--- config.mk ---
export PLATFORM = sky130hd
export DESIGN_NAME = hazard_ctrl
export DESIGN_NICKNAME = d
export VERILOG_FILES = /design/src/rtl/hazard_pkg.sv /design/src/rtl/hazard_load_use_det.sv /design/src/rtl/hazard_ctrl.sv
export SDC_FILE = /design/constraint.sdc
export NUM_CORES = 1
export LEC_CHECK = 0
export ABC_AREA = 1
export ABC_CLOCK_PERIOD_IN_PS = 1400
export CAP_MARGIN = 20
export CORE_UTILIZATION = 44
export DETAILED_ROUTE_END_ITERATION = 6
export PLACE_DENSITY = 0.86
export SYNTH_ARGS = -nofsm -noshare
export SYNTH_HDL_FRONTEND = slang
export SYNTH_SLANG_ARGS = --single-unit
export TNS_END_PERCENT = 100
--- constraint.sdc ---
create_clock -name clk -period 1.4 [get_ports clk]
set_input_delay 0.14 -clock clk [delete_from_list [all_inputs] [get_ports clk]]
set_output_delay 0.14 -clock clk [all_outputs]
set_load 0.01 [all_outputs]
--- src/rtl/hazard_pkg.sv ---
// Shared types and constants for the pipeline hazard controller.
// Used by hazard_ctrl and hazard_load_use_det.
package hazard_pkg;

  localparam int REG_W       = 5;
  localparam int FLUSH_CNT_W = 3;
  localparam int WAIT_CNT_W  = 8;

  // r9 is always satisfied by the forwarding network, so it never causes a load-use stall
  localparam logic [REG_W-1:0] REG_FWD_SPECIAL = 5'h9;

  typedef enum logic [1:0] {
    RUN             = 2'd0,
    MEM_WAIT        = 2'd1,
    FLUSH           = 2'd2,
    TIMEOUT_RECOVER = 2'd3
  } hz_state_t;

endpackage

--- src/rtl/hazard_load_use_det.sv ---
// Combinational load-use detector comparing the EX-stage load destination
// against the ID-stage source registers.
module hazard_load_use_det
  import hazard_pkg::*;
(
  input  logic             memRead_i,
  input  logic [REG_W-1:0] exRt_i,
  input  logic [REG_W-1:0] idRs_i,
  input  logic [REG_W-1:0] idRt_i,
  input  logic             idUsesRt_i,
  output logic             loadUse_o
);

  logic rsHit;
  logic rtHit;

  assign rsHit     = (exRt_i == idRs_i) && (idRs_i != REG_FWD_SPECIAL);
  assign rtHit     = idUsesRt_i && (exRt_i == idRt_i) && (idRt_i != REG_FWD_SPECIAL);
  assign loadUse_o = memRead_i && (rsHit || rtHit);

endmodule

--- src/rtl/hazard_ctrl.sv ---
// Pipeline hazard controller: load-use stalls, branch flushes, memory-wait freezes and timeout recovery.
// Define HAZARD_PERF_CNT_EN to add the saturating stall_cnt performance counter port.
module hazard_ctrl
  import hazard_pkg::*;
#(
  parameter int FLUSH_CYCLES = 2,
  parameter int MEM_TIMEOUT  = 15
) (
  input  logic             clk,
  input  logic             rst,
  input  logic             ID_EX_MemRead,
  input  logic [REG_W-1:0] ID_EX_Rt,
  input  logic [REG_W-1:0] IF_ID_Rs,
  input  logic [REG_W-1:0] IF_ID_Rt,
  input  logic             IF_ID_usesRt,
  input  logic             branch_taken,
  input  logic             dmem_req,
  input  logic             dmem_ready,
  output logic             stall_IF,
  output logic             stall_ID,
  output logic             bubble_EX,
  output logic             flush_IF_ID,
  output logic             stall_mem,
  output logic             mem_timeout
`ifdef HAZARD_PERF_CNT_EN
  ,
  output logic [15:0]      stall_cnt
`endif
);

  localparam logic [FLUSH_CNT_W-1:0] FLUSH_LOAD = FLUSH_CNT_W'(FLUSH_CYCLES - 1);
  localparam logic [WAIT_CNT_W-1:0]  WAIT_LIMIT = WAIT_CNT_W'(MEM_TIMEOUT);

  hz_state_t              state_q, state_d;
  logic [FLUSH_CNT_W-1:0] flushCnt_q, flushCnt_d;
  logic [WAIT_CNT_W-1:0]  waitCnt_q, waitCnt_d;
  logic                   memTimeout_q, memTimeout_d;

  logic loadUse;
  logic memMiss;
  logic stallIf, stallId, bubbleEx, flushIfId, stallMem;

  hazard_load_use_det uLoadUse (
    .memRead_i  (ID_EX_MemRead),
    .exRt_i     (ID_EX_Rt),
    .idRs_i     (IF_ID_Rs),
    .idRt_i     (IF_ID_Rt),
    .idUsesRt_i (IF_ID_usesRt),
    .loadUse_o  (loadUse)
  );

  assign memMiss = dmem_req && !dmem_ready;

  // Priority inside RUN is memory wait, then branch, then load-use
  always_comb begin
    state_d      = state_q;
    flushCnt_d   = flushCnt_q;
    waitCnt_d    = waitCnt_q;
    memTimeout_d = memTimeout_q;
    stallIf      = 1'b0;
    stallId      = 1'b0;
    bubbleEx     = 1'b0;
    flushIfId    = 1'b0;
    stallMem     = 1'b0;
    case (state_q)
      RUN: begin
        if (memMiss) begin
          stallMem  = 1'b1;
          waitCnt_d = WAIT_CNT_W'(1);
          state_d   = MEM_WAIT;
        end else if (branch_taken) begin
          flushIfId = 1'b1;
          bubbleEx  = 1'b1;
          if (FLUSH_CYCLES > 1) begin
            flushCnt_d = FLUSH_LOAD;
            state_d    = FLUSH;
          end
        end else if (loadUse) begin
          stallIf  = 1'b1;
          stallId  = 1'b1;
          bubbleEx = 1'b1;
        end
      end
      MEM_WAIT: begin
        stallMem = !dmem_ready;
        if (dmem_ready) begin
          waitCnt_d = '0;
          state_d   = RUN;
        end else if (waitCnt_q == WAIT_LIMIT) begin
          memTimeout_d = 1'b1;
          waitCnt_d    = '0;
          state_d      = TIMEOUT_RECOVER;
        end else begin
          waitCnt_d = waitCnt_q + 1'b1;
        end
      end
      FLUSH: begin
        flushIfId = 1'b1;
        // A memory stall freezes the flush countdown along with the rest of the pipe
        if (memMiss) begin
          stallMem = 1'b1;
        end else if (flushCnt_q <= FLUSH_CNT_W'(1)) begin
          flushCnt_d = '0;
          state_d    = RUN;
        end else begin
          flushCnt_d = flushCnt_q - 1'b1;
        end
      end
      TIMEOUT_RECOVER: begin
        flushIfId = 1'b1;
        bubbleEx  = 1'b1;
        state_d   = RUN;
      end
      default: state_d = RUN;
    endcase
  end

  assign stall_IF    = stallIf   && !rst;
  assign stall_ID    = stallId   && !rst;
  assign bubble_EX   = bubbleEx  && !rst;
  assign flush_IF_ID = flushIfId && !rst;
  assign stall_mem   = stallMem  && !rst;
  assign mem_timeout = memTimeout_q;

  always_ff @(posedge clk or posedge rst) begin
    if (rst) begin
      state_q      <= RUN;
      flushCnt_q   <= '0;
      waitCnt_q    <= '0;
      memTimeout_q <= 1'b0;
    end else begin
      state_q      <= state_d;
      flushCnt_q   <= flushCnt_d;
      waitCnt_q    <= waitCnt_d;
      memTimeout_q <= memTimeout_d;
    end
  end

`ifdef HAZARD_PERF_CNT_EN
  logic [15:0] stallCnt_q;

  always_ff @(posedge clk or posedge rst) begin
    if (rst) begin
      stallCnt_q <= '0;
    end else if ((stall_IF || stall_mem || flush_IF_ID) && (stallCnt_q != 16'hFFFF)) begin
      stallCnt_q <= stallCnt_q + 16'd1;
    end
  end

  assign stall_cnt = stallCnt_q;
`endif

endmodule

==> results of run 1 <==
-- placed cells by master (no fill, tap or decap), types with 3 or more instances in the layout --
master / instances
dlymetal6s2s_1: 4
inv_1: 18
inv_2: 9
buf_4: 29
nor2_4: 3
clkbuf_4: 3
buf_6: 6
o21bai_1: 3
ha_1: 4
nand2_4: 4
nand2_1: 28
dlygate4sd2_1: 4
clkdlybuf4s50_1: 14
dfrtp_1: 14
nor2_1: 16
o21ai_4: 4
a21oi_1: 4
nand2_2: 10
a21oi_2: 4
buf_2: 5
xor2_1: 7
nand3_1: 6
-- cell type report --
cell class                      instances  area (sq um)
Multi-Input combinational cell        120         860.8
Timing Repair Buffer                   62         535.5
Fill cell                             123         533.0
Sequential cell                        14         350.3
Inverter                               27         101.3
Tap cell                               30         37.54
Clock buffer                            4         36.28
-- worst min-delay path, stage by stage --
cell	delay, ps
clkdlybuf4s50_1	460
buf_4	180
inv_1	80
buf_4	230
-- cells in the mapped netlist --
cell type   n  share of area (%)
nand2_2     4                2.2
buf_4       1               0.66
o21ai_2     3                2.3
nor3_1      2               0.88
a21oi_1     7                3.1
a31oi_1     2                1.1
a21oi_2     1               0.77
nand3_1     7                3.1
ha_1        7                7.7
nor2_1     19                6.3
a211oi_1    2                1.3
dfrtp_1    14                 31
nand2_1    38                 13
or2_2       2                1.1
nor2_4      1               0.99
o31ai_1     1               0.66
o21ai_0     6                2.6
nor2_2      1               0.55
inv_2       3               0.99
xnor2_1     1               0.77
o21ai_1     1               0.44
nand3_2     1               0.88
xor2_1      7                5.4
a22oi_1     1               0.66
and3_4      1               0.99
nand4_1     2                1.1
inv_1      24                7.9
o21bai_1    3                2.0
-- power breakdown --
part | switching, W | internal (W) | total (W) | leakage (nW)
Sequential | 0.000120 | 0.000510 | 0.000630 | 0.183
Combinational | 0.00131 | 0.00115 | 0.00246 | 0.766
Clock | 0.000144 | 0.000158 | 0.000302 | 0.0210
Total | 0.00158 | 0.00181 | 0.00339 | 0.970
-- worst paths after layout --
kind	startpoint	end	slack [ps]	cells after the start
max	state_q[0]$_DFFE_PP0P_	flush_IF_ID	-430	7
min	rst	state_q[0]$_DFFE_PP0P_	440	4
max reg2reg	state_q[1]$_DFFE_PP0P_	waitCnt_q[2]$_DFFE_PP0P_	-380	10
min reg2reg	mem_timeout$_DFFE_PP0P_	mem_timeout$_DFFE_PP0P_	500	1
max in group asynchronous	rst	waitCnt_q[7]$_DFFE_PP0P_	780	4
min in group clk	mem_timeout$_DFFE_PP0P_	mem_timeout$_DFFE_PP0P_	500	1
-- metal layers --
metal,global-route usage [%],routed length [um],share of wire [%],up-vias
met2,51.69,2446,50,105
met1,30.60,1642,34,697
met3,3.188,383,7.9,41
met5,0,0,0,-
li1,-,-,-,646
met4,15.79,400,8.2,0
-- registers in the layout, summed over array words and instances, names as in the netlist --
name         flops
waitCnt_q        8
flushCnt_q       3
state_q          2
mem_timeout      1
-- cells by family after synthesis --
kind of cell	Yosys count	share of synthesized area [%]
buffers and inverters	28	9.593
xor gates and xnor gates	8	6.174
adders and majority gates	7	7.717
and+or+nand+nor	78	30.65
DFF	14	30.87
AOI/OAI and AO/OA	27	14.99
-- stage by stage --
step	cell area, sq um	util (%)	setup slack [ps]
2_1_floorplan	1147	-	-20.72
3_3_place_gp	1620	66.00	-624.9
3_5_place_dp	1620	66.00	-637.8
4_1_cts	1784	72.68	-247.2
5_1_grt	1922	78.29	-495.4
6_report	1922	78.29	-426.5
-- what timing repair did --
item	in CTS	in global routing
endpoints found under the setup margin	17	19
buffers inserted	5	8
endpoints found under the hold margin	0	0
pin swaps	14	15
gates resized for setup	55	28
==> results.md, run 1 <==
* Clock Sink Count at 14
* Core area at 2455 sq um
* WP data arrival at 1690 ps
* Area of the die at 2786 sq um
* Slew @ Worst Pin at 279.7 ps
* Pwr/cell area at 1765 nW/um^2
* Final hold vios at 0
* Violated checks: setup timing
* NumNets Final at 257
* CP peak stage delay at 420 ps
* Initial antenna violation count at 0
* CP Buf/Inv Count at 3
* Setup-failing EPs final at 19
* #FFs+latches synth at 14
* Die Wd at 52.79 um
* All-Layer GR Usage at 28.10%
* Startpoint class of the critical path: flop
* Final period util at 130.5%
* Number of port buffers at 27
* Avg Synthesized Cell Area at 7.005 sq um
* Area grow syn2layout at 69.35%
* Cells after synthesis at 162
* Post-Route WL at 4.872 mm
* Critical Path Slowest Stage Cell: dfrtp_1
* Slew Viols, Final at 0
* Sequential area share after synthesis at 30.87%
* Average routed wire per standard cell at 18.96 um
* Crit-path leading delay family: flip-flops
* Synth unique cells at 28
* Die height at 52.79 um
* Skew final at 3.946 ps
* Max-slew headroom at 81.30%
* DRT antenna net count at 0
* Unrepaired setup endpoints after global routing: true
* Dpl cells at 241
* Crit-path max FO at 3
* Hold Buf Count CTS at 0
* Vias per Instance at 5.794
* Final hold slack at 436.0 ps
* Max frequency at 547.5 MHz
* Sequence of cells on the critical path: inv_2, ha_4, nand2_4, o21bai_1, inv_1, a211oi_2, buf_2
* Core Rows at 18
* P_leak at 0.9696 nW
* Root buffer cell: clkbuf_4
* Yosys Warn Count at 0
* Final std cells w/o fill at 257
* Fin Setup TNS at -5416 ps
* CTS tree: yes
* HP Class: in2async
* Mapped Area at 1135 sq um
* Grt ovf at 0
* CP Data Required Time at 1260 ps
* Final worst slack at -426.5 ps
* CTS Buf Count at 3
* First-pass GRT wire length at 5.623 mm
* Skew-Pair Late Insertion Delay at 280 ps
* Synthesized Nets at 191
* Share of cells above drive strength 1 at 41.85%
* Power, Total at 0.003391 W
* Tmin final at 1826 ps
* Final HPWL DP at 2.262 mm
* 1st-iter DRT viols at 80
* Worst vdd ir at 1.741 mV
* DRC Markers at 0
* I/O pins at 28
* Vias in the first global route at 1309
* Pin count of the biggest net entering global routing at 15
* Initial Util at 46.23%
* Max-cap violations at 0
* Status: finished, violations left
* H-tree lvl count at 1
* Maximum clock insertion buffer count at 2
* Crit path capture type: primary output
* Antenna Diode Count at 0
* 1st-pass router iterations at 4
* Routability cong. at 0.8767
* CP Class: reg2out
* Worst-path clk slew at 100 ps
* Vias post-DR at 1489
No activity file was read; power rests on OpenSTA's default activity.
==> run 2, diff against run 1 <==
TNS_END_PERCENT = 30   (was 100)
==> run 2 against run 1 <==
  * The flow still finishes with violations (setup timing)
  * Sequential power down 4.8%
  * Register-to-register slack gained 160 ps
  * Setup slack improved by 110 ps
  * Global-route usage is 1.3 points lower
  * Critical path depth stayed put
  * Via count fell by 15%
  * Sequential share of layout area rose by 1.2 points
  * Clock skew rose by 8.0 ps
  * Power shrank 14%
  * Sequential cell count unchanged
  * Routed wire length fell by 27%
  * First-iteration DRC count is 66% lower
  * Critical path type unchanged
  * Largest power group unchanged
  * Highest routed layer unchanged
==> results.md, run 2 (synthesized netlist as in run 1, its figures left out) <==
* Initial antenna violation count at 0
* Internal power at 0.001662 W
* Switching power total at 0.001256 W
* Commonest non-fill, non-tap cell in the layout: nand2_1
* Place WS at -635.8 ps
* Clock power frac at 10.6%
* Crit-path leading delay family: flip-flops
* Pwr/cell area at 1615 nW/um^2
* Flop2flop setup slack at -220 ps
* Number of port buffers at 27
* Commonest cells after routing, fill and taps aside: nand2_1, buf_4, inv_1, clkdlybuf4s50_1, nor2_1
* Skew-Pair Late Insertion Delay at 300 ps
* R2R depth at 9
* Max-slew headroom at 82.65%
* Final period util at 122.3%
* CTS tree: yes
* I/O pins at 28
* Average routed wire per standard cell at 14.22 um
* CP peak stage delay at 410 ps
* Sequence of cells on the critical path: inv_2, ha_4, nand2_4, o21bai_1, inv_1, a211oi_2, buf_2
* Max frequency at 584.0 MHz
* Area of the die at 2786 sq um
* DRT antenna net count at 0
* CP Data Required Time at 1260 ps
* Reg power frac at 20.6%
* Worst r2r src: state_q[1]$_DFFE_PP0P_
* P_leak at 0.9091 nW
* Slew Viols, Final at 0
* Antenna Diode Count at 0
* All-Layer GR Usage at 26.78%
* Setup-failing EPs final at 19
* Fin Setup TNS at -3239 ps
* 1st-iter DRT viols at 27
* NumNets Final at 251
* Core area at 2455 sq um
* Worst-path clk slew at 100 ps
* Max reg flops at 8
* Final hold slack at 324.2 ps
* CP Class: reg2out
* Crit path capture type: primary output
* Vias per Instance at 5.068
* Die height at 52.79 um
* Violated checks: setup timing
* Area grow syn2layout at 59.21%
* Crit-path max FO at 3
* First-pass GRT wire length at 5.340 mm
* Clock Sink Count at 14
* Hold Buf Count CTS at 0
* H-tree lvl count at 1
* WP data arrival at 1570 ps
* Final worst slack at -312.4 ps
* Final hold vios at 0
* HP Class: in2async
* Worst vdd ir at 1.623 mV
* Most flop-heavy register: waitCnt_q
* CP Buf/Inv Count at 3
* Slew @ Worst Pin at 259.5 ps
* Unrepaired setup endpoints after global routing: true
* Final HPWL DP at 2.167 mm
* Root buffer cell: clkbuf_4
* Switch share at 43.04%
* CTS Buf Count at 3
* Initial Util at 46.23%
* Routability cong. at 0.8650
* Core Rows at 18
* Pin count of the biggest net entering global routing at 15
* Share of cells above drive strength 1 at 35.75%
* Tmin final at 1712 ps
* Top flop regs: waitCnt_q: 8 flops, flushCnt_q: 3 flops, state_q: 2 flops
* Max-cap violations at 0
* Vias in the first global route at 1252
* Reg2reg end: waitCnt_q[4]$_DFFE_PP0P_
* Maximum clock insertion buffer count at 2
* Critical Path Slowest Stage Cell: dfrtp_1
* Startpoint class of the critical path: flop
* Post-Route WL at 3.570 mm
* Grt ovf at 0
* 1st-pass router iterations at 4
* Die Wd at 52.79 um
* Comb power frac at 68.8%
* Skew final at 11.92 ps
* Status: finished, violations left
* DRC Markers at 0
* Vias post-DR at 1272
## run 2: cell count changes in the layout (fill, tap and decap cells not counted), moves of 3 or more
cell,previous run,this run
buf_4,29,24
nand2_2,10,7
nand2_1,28,33
clkdlybuf4s50_1,14,17
nor2_2,2,5
o21ai_1,2,5
## run 2: worst max-delay path by stage
stage               slack [ps]                   start  depth (start not counted)                        to
floorplan                  -50  state_q[1]$_DFFE_PP0P_                          8  waitCnt_q[4]$_DFFE_PP0P_
global placement          -620             ID_EX_Rt[2]                         12                 bubble_EX
detailed placement        -640             ID_EX_Rt[1]                          8                 bubble_EX
CTS                       -290  state_q[1]$_DFFE_PP0P_                          7               flush_IF_ID
global route              -370  state_q[1]$_DFFE_PP0P_                          7               flush_IF_ID
finish                    -310  state_q[1]$_DFFE_PP0P_                          7               flush_IF_ID
## run 2: power by group through the flow
stage | Combinational (W) | Clock (W) | Sequential (W)
floorplan | 0.000779 | 0 | 0.000585
global placement | 0.00141 | 0 | 0.000591
detailed placement | 0.00144 | 0 | 0.000595
CTS | 0.00172 | 0.000308 | 0.000592
global route | 0.00216 | 0.000328 | 0.000614
finish | 0.00201 | 0.000309 | 0.000600
## run 2: tightest hold or removal path, delay by kind of cell
family	cells	cell delay [ps]
buffers and inverters	4	860
## run 2: through the flow
| step | power (W) | cell area, sq um | std cells | util [%] |
|---|---|---|---|---|
| after floorplan | 0.001364 | 1145 | 162 | - |
| after global placement | 0.001997 | 1618 | 241 | 65.90 |
| after detailed placement | 0.002038 | 1618 | 241 | 65.90 |
| after CTS | 0.002616 | 1739 | 248 | 70.85 |
| after global routing | 0.003097 | 1807 | 251 | 73.60 |
| final | 0.002919 | 1807 | 251 | 73.60 |
## run 2: layout make-up
class,instances,area [sq um]
fill,167,648.1
timing repair buffer,56,486.7
multi-input combinational,120,794.5
inverter,27,101.3
tap,30,37.54
sequential,14,350.3
clock buffer,4,36.28
## run 2: what timing repair did
item                                   4_1_cts  5_1_grt
setup endpoints to repair                   19       19
gates resized for setup                     50       16
endpoints found under the hold margin        0        0
pin swaps                                    7        8
setup buffers                                3        3
## run 2: per-layer routing
layer	wire length (um)	up-vias	part of all wire (%)	global-route usage, %
li1	-	634	-	-
met1	1385	590	39	28.85
met2	1992	35	56	51.27
met3	107	13	3.0	2.609
met4	85	0	2.4	12.28
met5	0	-	0	0
